--- config.mk ---
export PLATFORM = sky130hd
export DESIGN_NAME = sd_cmd_rsp_ctrl
export DESIGN_NICKNAME = d
export VERILOG_FILES = /design/src/rtl/sd_cmd_rsp_ctrl_pkg.sv /design/src/rtl/sd_cmd_rsp_ctrl_crc7.sv /design/src/rtl/sd_cmd_rsp_ctrl.sv
export SDC_FILE = /design/constraint.sdc
export NUM_CORES = 1
export LEC_CHECK = 0
export CORE_MARGIN = 2
export CORE_UTILIZATION = 35
export DETAILED_ROUTE_END_ITERATION = 6
export PLACE_DENSITY = 0.62
export SYNTH_ARGS = -nofsm -noshare
export SYNTH_HDL_FRONTEND = slang
export SYNTH_SLANG_ARGS = --single-unit
--- constraint.sdc ---
create_clock -name clk_i -period 4.5 [get_ports clk_i]
set_input_delay 0.9 -clock clk_i [delete_from_list [all_inputs] [get_ports clk_i]]
set_output_delay 0.9 -clock clk_i [all_outputs]
set_load 0.005 [all_outputs]
--- src/rtl/sd_cmd_rsp_ctrl_pkg.sv ---
// Shared types, default sizes and CRC7 helper for the SD command-response controller.
// Optional CRC checking is selected by the SD_RSP_CRC7_EN macro.
package sd_cmd_rsp_ctrl_pkg;

  localparam int DEF_SHORT_LEN = 48;   // R1/R3/R6/R7
  localparam int DEF_LONG_LEN  = 136;  // R2
  localparam int DEF_NCR_MAX   = 64;
  localparam int DEF_CNT_W     = 8;

  // CRC7 covers the payload but not the CRC field itself nor the end bit;
  // R2 additionally excludes its 8-bit start/transmission/reserved prefix.
  localparam int CRC_TAIL_BITS = 8;
  localparam int LONG_SKIP_BITS = 8;

  localparam logic [6:0] CRC7_POLY = 7'h09;  // x^7 + x^3 + 1

  typedef enum logic [1:0] {
    ST_IDLE,
    ST_WAIT,
    ST_RECV,
    ST_HOLD
  } state_e;

  typedef struct packed {
    logic timeout;
    logic end_bit;
    logic crc;
  } err_t;

  function automatic logic [6:0] crc7_step(input logic [6:0] crc, input logic din);
    logic fb;
    fb = din ^ crc[6];
    return {crc[5:0], 1'b0} ^ (fb ? CRC7_POLY : 7'h00);
  endfunction

endpackage

--- src/rtl/sd_cmd_rsp_ctrl_crc7.sv ---
// Serial MSB-first CRC7 accumulator; only instantiated when SD_RSP_CRC7_EN is defined.
module sd_cmd_rsp_ctrl_crc7
  import sd_cmd_rsp_ctrl_pkg::*;
(
  input  logic       clk_i,
  input  logic       reset_i,
  input  logic       clear_i,
  input  logic       en_i,
  input  logic       din_i,
  output logic [6:0] crc_o
);

  logic [6:0] crc_q;

  always_ff @(posedge clk_i) begin
    if (reset_i || clear_i) begin
      crc_q <= '0;
    end else if (en_i) begin
      crc_q <= crc7_step(crc_q, din_i);
    end
  end

  assign crc_o = crc_q;

endmodule

--- src/rtl/sd_cmd_rsp_ctrl.sv ---
// Sequences the CMD-line deserializer for one SD response and reports end-bit/timeout status.
// Define SD_RSP_CRC7_EN to also check the response CRC7 (crc_err_o is otherwise tied low).
module sd_cmd_rsp_ctrl
  import sd_cmd_rsp_ctrl_pkg::*;
#(
  parameter int SHORT_LEN = DEF_SHORT_LEN,
  parameter int LONG_LEN  = DEF_LONG_LEN,
  parameter int NCR_MAX   = DEF_NCR_MAX,
  parameter int CNT_W     = DEF_CNT_W
) (
  input  logic clk_i,
  input  logic reset_i,
  input  logic start_i,
  input  logic long_rsp_i,
  input  logic abort_i,
  input  logic cmd_in_i,
  output logic des_reset_o,
  output logic des_finish_o,
  output logic des_in_o,
  output logic busy_o,
  output logic done_o,
  output logic timeout_err_o,
  output logic end_err_o,
  output logic crc_err_o
);

  state_e           state_q, state_d;
  logic [CNT_W-1:0] len_q, len_d;
  logic [CNT_W-1:0] tmo_q, tmo_d;
  logic [CNT_W-1:0] bit_cnt_q, bit_cnt_d;
  err_t             err_q, err_d;
  logic             done_q, done_d;
  logic             des_in_q;
  logic             crc_mismatch;

  // NOTE: the reset branch lives inside the clocked block because reset is
  // synchronous; all state uses <= so every register samples pre-edge values.
  always_ff @(posedge clk_i) begin
    if (reset_i) begin
      state_q   <= ST_IDLE;
      len_q     <= '0;
      tmo_q     <= '0;
      bit_cnt_q <= '0;
      err_q     <= '0;
      done_q    <= 1'b0;
      des_in_q  <= 1'b1;
    end else begin
      state_q   <= state_d;
      len_q     <= len_d;
      tmo_q     <= tmo_d;
      bit_cnt_q <= bit_cnt_d;
      err_q     <= err_d;
      done_q    <= done_d;
      des_in_q  <= cmd_in_i;
    end
  end

  // NOTE: every signal gets a default before the case so no path leaves it
  // unassigned, which would otherwise infer a latch.
  always_comb begin
    state_d   = state_q;
    len_d     = len_q;
    tmo_d     = tmo_q;
    bit_cnt_d = bit_cnt_q;
    err_d     = err_q;
    done_d    = 1'b0;

    case (state_q)
      ST_IDLE: begin
        if (start_i) begin
          len_d     = long_rsp_i ? CNT_W'(LONG_LEN) : CNT_W'(SHORT_LEN);
          err_d     = '0;
          tmo_d     = '0;
          bit_cnt_d = '0;
          state_d   = ST_WAIT;
        end
      end
      ST_WAIT: begin
        tmo_d = tmo_q + CNT_W'(1);
        if (!cmd_in_i) begin
          bit_cnt_d = CNT_W'(1);
          state_d   = ST_RECV;
        end else if (tmo_q == CNT_W'(NCR_MAX - 1)) begin
          err_d.timeout = 1'b1;
          done_d        = 1'b1;
          state_d       = ST_IDLE;
        end
      end
      ST_RECV: begin
        bit_cnt_d = bit_cnt_q + CNT_W'(1);
        // des_in_q lags cmd_in by one clock, so on the final count it holds the end bit.
        if (bit_cnt_q == len_q) begin
          err_d.end_bit = ~des_in_q;
          err_d.crc     = crc_mismatch;
          bit_cnt_d     = '0;
          state_d       = ST_HOLD;
        end
      end
      ST_HOLD: begin
        bit_cnt_d = CNT_W'(1);
        if (bit_cnt_q == CNT_W'(1)) begin
          bit_cnt_d = '0;
          done_d    = 1'b1;
          state_d   = ST_IDLE;
        end
      end
      default: state_d = ST_IDLE;
    endcase

    if (abort_i) begin
      state_d = ST_IDLE;
      done_d  = 1'b0;
      err_d   = err_q;
    end
  end

`ifdef SD_RSP_CRC7_EN
  logic             is_long_q;
  logic [6:0]       crc_calc;
  logic [6:0]       rx_crc_q;
  logic [CNT_W-1:0] crc_first;
  logic [CNT_W-1:0] crc_last;
  logic             crc_en;
  logic             rx_en;

  always_ff @(posedge clk_i) begin
    if (reset_i) begin
      is_long_q <= 1'b0;
    end else if (state_q == ST_IDLE && start_i && !abort_i) begin
      is_long_q <= long_rsp_i;
    end
  end

  // bit_cnt_q == j while des_in_q carries response bit len-j.
  assign crc_first = is_long_q ? CNT_W'(LONG_SKIP_BITS + 1) : CNT_W'(1);
  assign crc_last  = len_q - CNT_W'(CRC_TAIL_BITS);
  assign crc_en    = (state_q == ST_RECV) && (bit_cnt_q >= crc_first) && (bit_cnt_q <= crc_last);
  assign rx_en     = (state_q == ST_RECV) && (bit_cnt_q > crc_last) && (bit_cnt_q < len_q);

  always_ff @(posedge clk_i) begin
    if (reset_i) begin
      rx_crc_q <= '0;
    end else if (rx_en) begin
      rx_crc_q <= {rx_crc_q[5:0], des_in_q};
    end
  end

  sd_cmd_rsp_ctrl_crc7 u_crc7 (
    .clk_i   (clk_i),
    .reset_i (reset_i),
    .clear_i (des_reset_o),
    .en_i    (crc_en),
    .din_i   (des_in_q),
    .crc_o   (crc_calc)
  );

  assign crc_mismatch = (crc_calc != rx_crc_q);
`else
  assign crc_mismatch = 1'b0;
`endif

  assign des_reset_o   = (state_q == ST_IDLE) || (state_q == ST_WAIT);
  assign des_finish_o  = (state_q == ST_HOLD);
  assign des_in_o      = des_in_q;
  assign busy_o        = (state_q != ST_IDLE);
  assign done_o        = done_q;
  assign timeout_err_o = err_q.timeout;
  assign end_err_o     = err_q.end_bit;
  assign crc_err_o     = err_q.crc;

endmodule

# Word level (Yosys, flattened, before mapping)
# Cells that the tools add are included.
# word_totals
rom_bits	0
mem_count	0
regBits	31
out_inout_bits	8
ramBits	0
word_cells	61
input_bits	6
latchBits	0
# op_classes
n_mul	0
n_div	0
addsub	2
n_lt_le_gt_ge	0
n_eq_ne	13
bitwise	2
n_reduce_logical	12
shift	0
mux	23
# op_table
cell	n
$mux 8	4
$pmux 8 s4	1
$add 8x1->8 const B	2
$pmux 8 s2	1
$mux 2	6
$ne 2x2->1 const B	5
$eq 8x1->1 const B	1
$eq 8x6->1 const B	1
$eq 8x8->1	1
$pmux 2 s4	1
$reduce_and 4->1	2
$mux 1	6
$reduce_and 2->1	3
$reduce_bool 2->1	3
$reduce_and 5->1	1
$eq 2x2->1 const B	2
$pmux 1 s2	2
$pmux 2 s2	1
$mux 3	1
$ne 3x3->1 const B	1
$eq 2x1->1 const B	1
$logic_not 2->1	1
$ne 2x1->1 const B	1
$not 1->1	2
other kinds (2)	2

# Depth between registers and ports, before layout
# logic_depth
word_depth	4
ltp_mapped	6

# Worst setup path before layout
# OpenSTA, ideal clock, no wires.
# synth_path
path_kind	in2reg
start	in cmd_in_i
end	reg bit_cnt_q[5]
setup_time_ps	138
n_path_buf	0
arrival_time_ps	1736
required_time_ps	4362
setup_slack_ps	2627
stages	4
cell_sequence	and2b_1 o31ai_1 or3_1 a21oi_1
# synth_between
elab_chain_len	2
# synth_rtl
element	line	rtl
from (decl)	sd_cmd_rsp_ctrl.sv:16	input logic cmd_in_i,
$ne 2x2->1 (no source line)	n/a	
$reduce_and 2->1 (no source line)	n/a	
to (signal assigned)	sd_cmd_rsp_ctrl.sv:51	bit_cnt_q <= bit_cnt_d;
to (decl)	sd_cmd_rsp_ctrl.sv:30	logic [CNT_W-1:0] bit_cnt_q, bit_cnt_d;
# Every way passes these cells.
# A chain may end at the register's enable or synchronous reset.

==> summary.txt <==
Yosys warning total = 0
status = completed
unrepaired setup endpoints after global routing = no
met3 usage = 0.01910
ys async rst share = 0
Placed Instances = 204
# hold bufs at CTS = 0
Die X = 64.77 um
vias per inst = 5.478
CTS tree = yes
Clock Latency Late Sink = 260 ps
Syn Inst Count = 153
Slew Limit Headroom = 0.5784
Slew @ Worst Pin = 626.6 ps
CP peak stage delay = 570 ps
Synth area leaders = dfxtp_1 37%, a21oi_1 5.8%, nor2_1 4.9%
Syn Std Cell Area = 1292 um^2
starting DRC count in detailed routing = 22
type of the worst setup path = reg -> out
# Max-Cap Violations = 0
Slowest cell on crit path = dfxtp_1
first-pass GRT wire length = 4733 um
layout cell share with drive strength beyond 1 = 0.08805
Die Height = 64.77 um
clk sinks = 24
Worst setup SP type = flip-flop
GR Overflow Total = 0
drt first pass iters = 4
Reg power frac = 0.572
FP Rows = 22
CTS buffer count = 3
Netlist cell types = 45
number of I/O pins = 14
logic gate share of total power = 0.109
GR Util met1 = 0.1972
Post-synth EDFFs = 0
Final ANT Viol Nets = 0
Fmax achieved = 385.2 MHz
clock root buffer = clkbuf_8
switch share = 0.2358
CP endpoint kind = output pin
# resized after CTS = 0
Nets = 171
DRC = 0
Final HPWL DP = 1955 um
WP data arrival = 1700 ps
Leak = 0.0005067 uW
H-Tree Depth = 1
Die Footprint = 4195 um^2
core box area = 3606 um^2
Layout fillers = 367
Top delay family on crit path = buffers and inverters
# Post-CTS Setup Buffers = 0
crit path cell chain = inv_2 -> nor2_1 -> clkdlybuf4s50_1
Sw Pwr = 90.67 uW
final wirelength = 2655 um
Synth Area per Inst = 8.448 um^2
Worst VDD drop = 0.08621 mV
CTS max path bufs = 2
GRT busiest layer = met2
Final GP Congestion = 0.8927
Max Slew Vio Count = 0
Final Hold Vio Count = 0
Clk pin slew, worst setup/hold paths = 80 ps
Worst Path Max Fanout = 13
Cell Count, Final, Fillers Out = 207
antenna violations before repair = 0
ys flop type = dfxtp_1
P_int = 293.9 uW
vias in the first global route = 1060
biggest area consumer among synthesized cells = dfxtp_1
min-delay worst type = reg -> reg
diode count = 0
Final Skew = 1.132 ps
sequential fraction of the synthesis area = 0.3717
Synth top area share = 0.3717
total number of vias = 1134
I/O Buffers = 12
power per cell area = 266.6 nW/um^2
largest net degree at the start of global routing = 18
Final setup violation count = 0
Clock Power Share = 0.319
total track usage = 0.1401
CP Buf/Inv Count = 2
Routed wire per std cell = 12.83 um
P&R area growth vs syn = 11.62%
total nets after synthesis = 163
met2 Track Usage GR = 0.2113
required time of the critical path = 3600 ps
Final period util = 0.5769
Initial Util = 0.3584
Tmin final = 2596 ps
FF+latch count, synth = 24
setup TNS = 0 ps
[placed cells by master (no fill, tap or decap), types with 2 or more instances in the layout]
cell type         n
nor2_1           17
or4_1             3
o31ai_1           2
clkdlybuf4s50_1  12
xor2_1            3
a31oi_1           4
or2_2             2
mux2i_1           2
nor4_1            3
nor3_2            2
dfxtp_1          24
clkbuf_8          3
nand4_1           4
o21ai_0           9
a21oi_1          15
nand3_1           4
nand2_1          11
o311ai_0          3
and2b_1           2
ha_1              4
inv_1             3
and3_1            5
nor3_1            2
or3_1             3
[flip-flops by register name (all words and copies together) (netlist names), named ones only]
| register | flops |
|---|---|
| tmo_q | 8 |
| end_err_o | 1 |
| timeout_err_o | 1 |
| state_q | 1 |
| bit_cnt_q | 8 |
| len_q | 2 |
| done_o | 1 |
| des_in_o | 1 |
[cells by family after synthesis]
family,count (synthesis),synth area share
simple gates,65,0.2836
compound gates,41,0.2004
flops,24,0.3717
buf+inv,13,0.06678
fa+ha+maj,4,0.03872
xor+xnor,3,0.02033
mux,2,0.01549
other cells,1,0.002901
[path summary, 6_finish.rpt]
kind                  start  slack, ps  cells past startpoint      endpoint
hold / removal     tmo_q[1]        490                      2      tmo_q[1]
hold reg to reg    tmo_q[1]        490                      2      tmo_q[1]
setup / recovery  flip-flop       1900                      3  des_finish_o
setup reg to reg   tmo_q[0]       2700                      5    state_q[0]
[layout make-up]
cell class	count	area, um^2	area share
clock buffers	3	41.29	0.02862
flip-flops and latches	24	480.5	0.3330
multi-input cells	116	725.7	0.5030
well taps	48	60.06	0.04163
repair buffers	12	120.1	0.08326
inverters	4	15.01	0.01041
[per-stage QoR]
| stage | area, um^2 | utilization | total power (uW) | hold WS (ps) | worst slack [ps] |
|---|---|---|---|---|---|
| finish | 1443 | 0.4001 | 384.6 | 491.3 | 1904 |
| global route | 1443 | 0.4001 | 406.6 | 526.1 | 1760 |
| CTS | 1443 | 0.4001 | 388.1 | 494.2 | 1895 |
| detailed placement | 1401 | 0.3886 | 266.9 | 483.0 | 1786 |
| global placement | 1401 | 0.3886 | 265.5 | 471.3 | 1889 |
| floorplan | 1292 | - | 254.3 | 456.0 | 2627 |
[tightest hold or removal path, stage by stage (launching register included)]
cell	delay [ps]
dfxtp_1	330
nand3_1	60
a21oi_1	60
[Yosys cell counts (2+ instances only)]
| cell | number |
|---|---|
| and3_1 | 5 |
| buf_4 | 2 |
| inv_1 | 3 |
| or4_1 | 3 |
| nor3_2 | 2 |
| a21oi_1 | 15 |
| and2b_1 | 2 |
| or2_2 | 2 |
| ha_1 | 4 |
| buf_6 | 3 |
| or3_1 | 3 |
| a31oi_1 | 4 |
| nor3_1 | 2 |
| dfxtp_1 | 24 |
| o21ai_0 | 9 |
| nor4_1 | 3 |
| nor2_1 | 17 |
| nand3_1 | 4 |
| mux2i_1 | 2 |
| o311ai_0 | 3 |
| nand4_1 | 4 |
| o31ai_1 | 2 |
| xor2_1 | 3 |
| nand2_1 | 11 |
[power groups by stage]
stage,Clock [uW],Sequential [uW],Combinational [uW]
floorplan,0,223,31.0
global placement,0,225,40.7
detailed placement,0,225,41.9
CTS,126,220,42.1
global route,139,221,47.1
finish,123,220,41.9
[per-layer routing]
metal | vias up | part of all wire | routed length, um
li1 | 571 | - | -
met1 | 547 | 0.52 | 1383
met2 | 12 | 0.44 | 1176
met3 | 4 | 0.021 | 57
met4 | 0 | 0.014 | 36
met5 | - | 0 | 0
(Power assumes the default switching activity.)
==> patch, RTL diff (same settings) <==
Register the input `cmd_in_i` before use, cleared by the reset. The logic sees it one clock later. The other inputs are not delayed to match.
--- a/src/rtl/sd_cmd_rsp_ctrl.sv
+++ b/src/rtl/sd_cmd_rsp_ctrl.sv
@@ -24,4 +24,14 @@
   output logic crc_err_o
 );
+
+  logic cmd_in_q;
+
+  always_ff @(posedge clk_i) begin
+    if (reset_i) begin
+      cmd_in_q <= '0;
+    end else begin
+      cmd_in_q <= cmd_in_i;
+    end
+  end
 
   state_e           state_q, state_d;
@@ -52,5 +62,5 @@
       err_q     <= err_d;
       done_q    <= done_d;
-      des_in_q  <= cmd_in_i;
+      des_in_q  <= cmd_in_q;
     end
   end
@@ -78,5 +88,5 @@
       ST_WAIT: begin
         tmo_d = tmo_q + CNT_W'(1);
-        if (!cmd_in_i) begin
+        if (!cmd_in_q) begin
           bit_cnt_d = CNT_W'(1);
           state_d   = ST_RECV;
Formal check against the unedited RTL: not equivalent (a bounded check fails within 4 cycles, from zero or initial values and one cycle with reset_i high).
==> patch against the original RTL <==
Routed wire length increased by 3.0%; total power down 4.1%; synthesized area fell by 0.87%; global-route usage grew 0.30 points; maximum frequency down 19%; critical path depth unchanged; sequential cell count rose by 1; design area increased by 0.95%; setup slack got worse by 0.62 ns; sequential share of layout area up 1.1 points; critical path type unchanged; largest cell class unchanged.
==> patch: results (changes against the original RTL) <==
DR WL met2: 1200 um (+1.6%)
Layout Utilization: 42.6% (+2.6 points)
Worst-path fanout max: 21 (+8)
Power Density: 253 nW/um2 (-5.0%)
Via count: 1125 (-0.79%)
Reg power frac: 62.7% (+5.5 points)
Min-Delay Endpoint: len_q[5]
Largest net degree at the start of global routing: 22 (+4)
Synth cell types: 42 (-6.7%)
Maximum VDD drop: 0.000140 V (+62%)
Dpl hpwl: 2000 um (+2.2%)
Pre-CTS setup slack: 1.70 ns (-0.0840 ns)
Met3 usage: 4.17% (+2.3 points)
Cells taking the most area after synthesis: dfxtp_1 39%, nor2_1 5.6%, a21oi_1 5.1%, ha_1 3.9%, nor3_1 3.1%
HP Start: len_q[5]
Top post-synthesis cells by count: 25 x dfxtp_1, 19 x nor2_1, 13 x a21oi_1
Post-synthesis sequential area ratio: 39.1% (+1.9 points)
Status: complete, no violations
Total routed wirelength: 2730 um (+3.0%)
Syn Area/Cell: 8.32 um2 (-1.5%)
Latest clock arrival within the worst-skew pair: 0.31 ns (+0.05 ns)
Final GP Congestion: 0.816 (-8.6%)
Vias in the first global route: 1051 (-0.85%)
Met1 Wirelength: 1430 um (+3.6%)
Global-route wire length before repair: 4830 um (+2.0%)
patch: cell count changes in the layout (fill, tap and decap cells not counted), sizes merged, moves of 2 or more:
cell | unedited run | this run
a31oi | 4 | 1
nor2b | 0 | 2
a21oi | 15 | 13
nor4 | 3 | 5
nand3 | 5 | 7
and2 | 1 | 3
nand4 | 4 | 1
and3 | 5 | 3
nor2 | 17 | 19
a32oi | 0 | 2
nor3 | 4 | 8
nand2 | 11 | 8
patch: cell type report:
type,count,area share [%]
inverters,4,1.03
well taps,46,3.95
flip-flops and latches,25,34.4
repair buffers,12,8.25
multi-input cells,119,50.6
clock buffers,4,1.80
patch: cells by family after synthesis:
kind of cell | Yosys count | share of synthesized area [%]
fa+ha+maj | 4 | 3.91
mux | 3 | 2.44
other cells | 1 | 0.293
xor+xnor | 4 | 2.73
compound gates | 38 | 19.8
flops | 25 | 39.1
simple gates | 69 | 28.3
buf+inv | 10 | 3.42
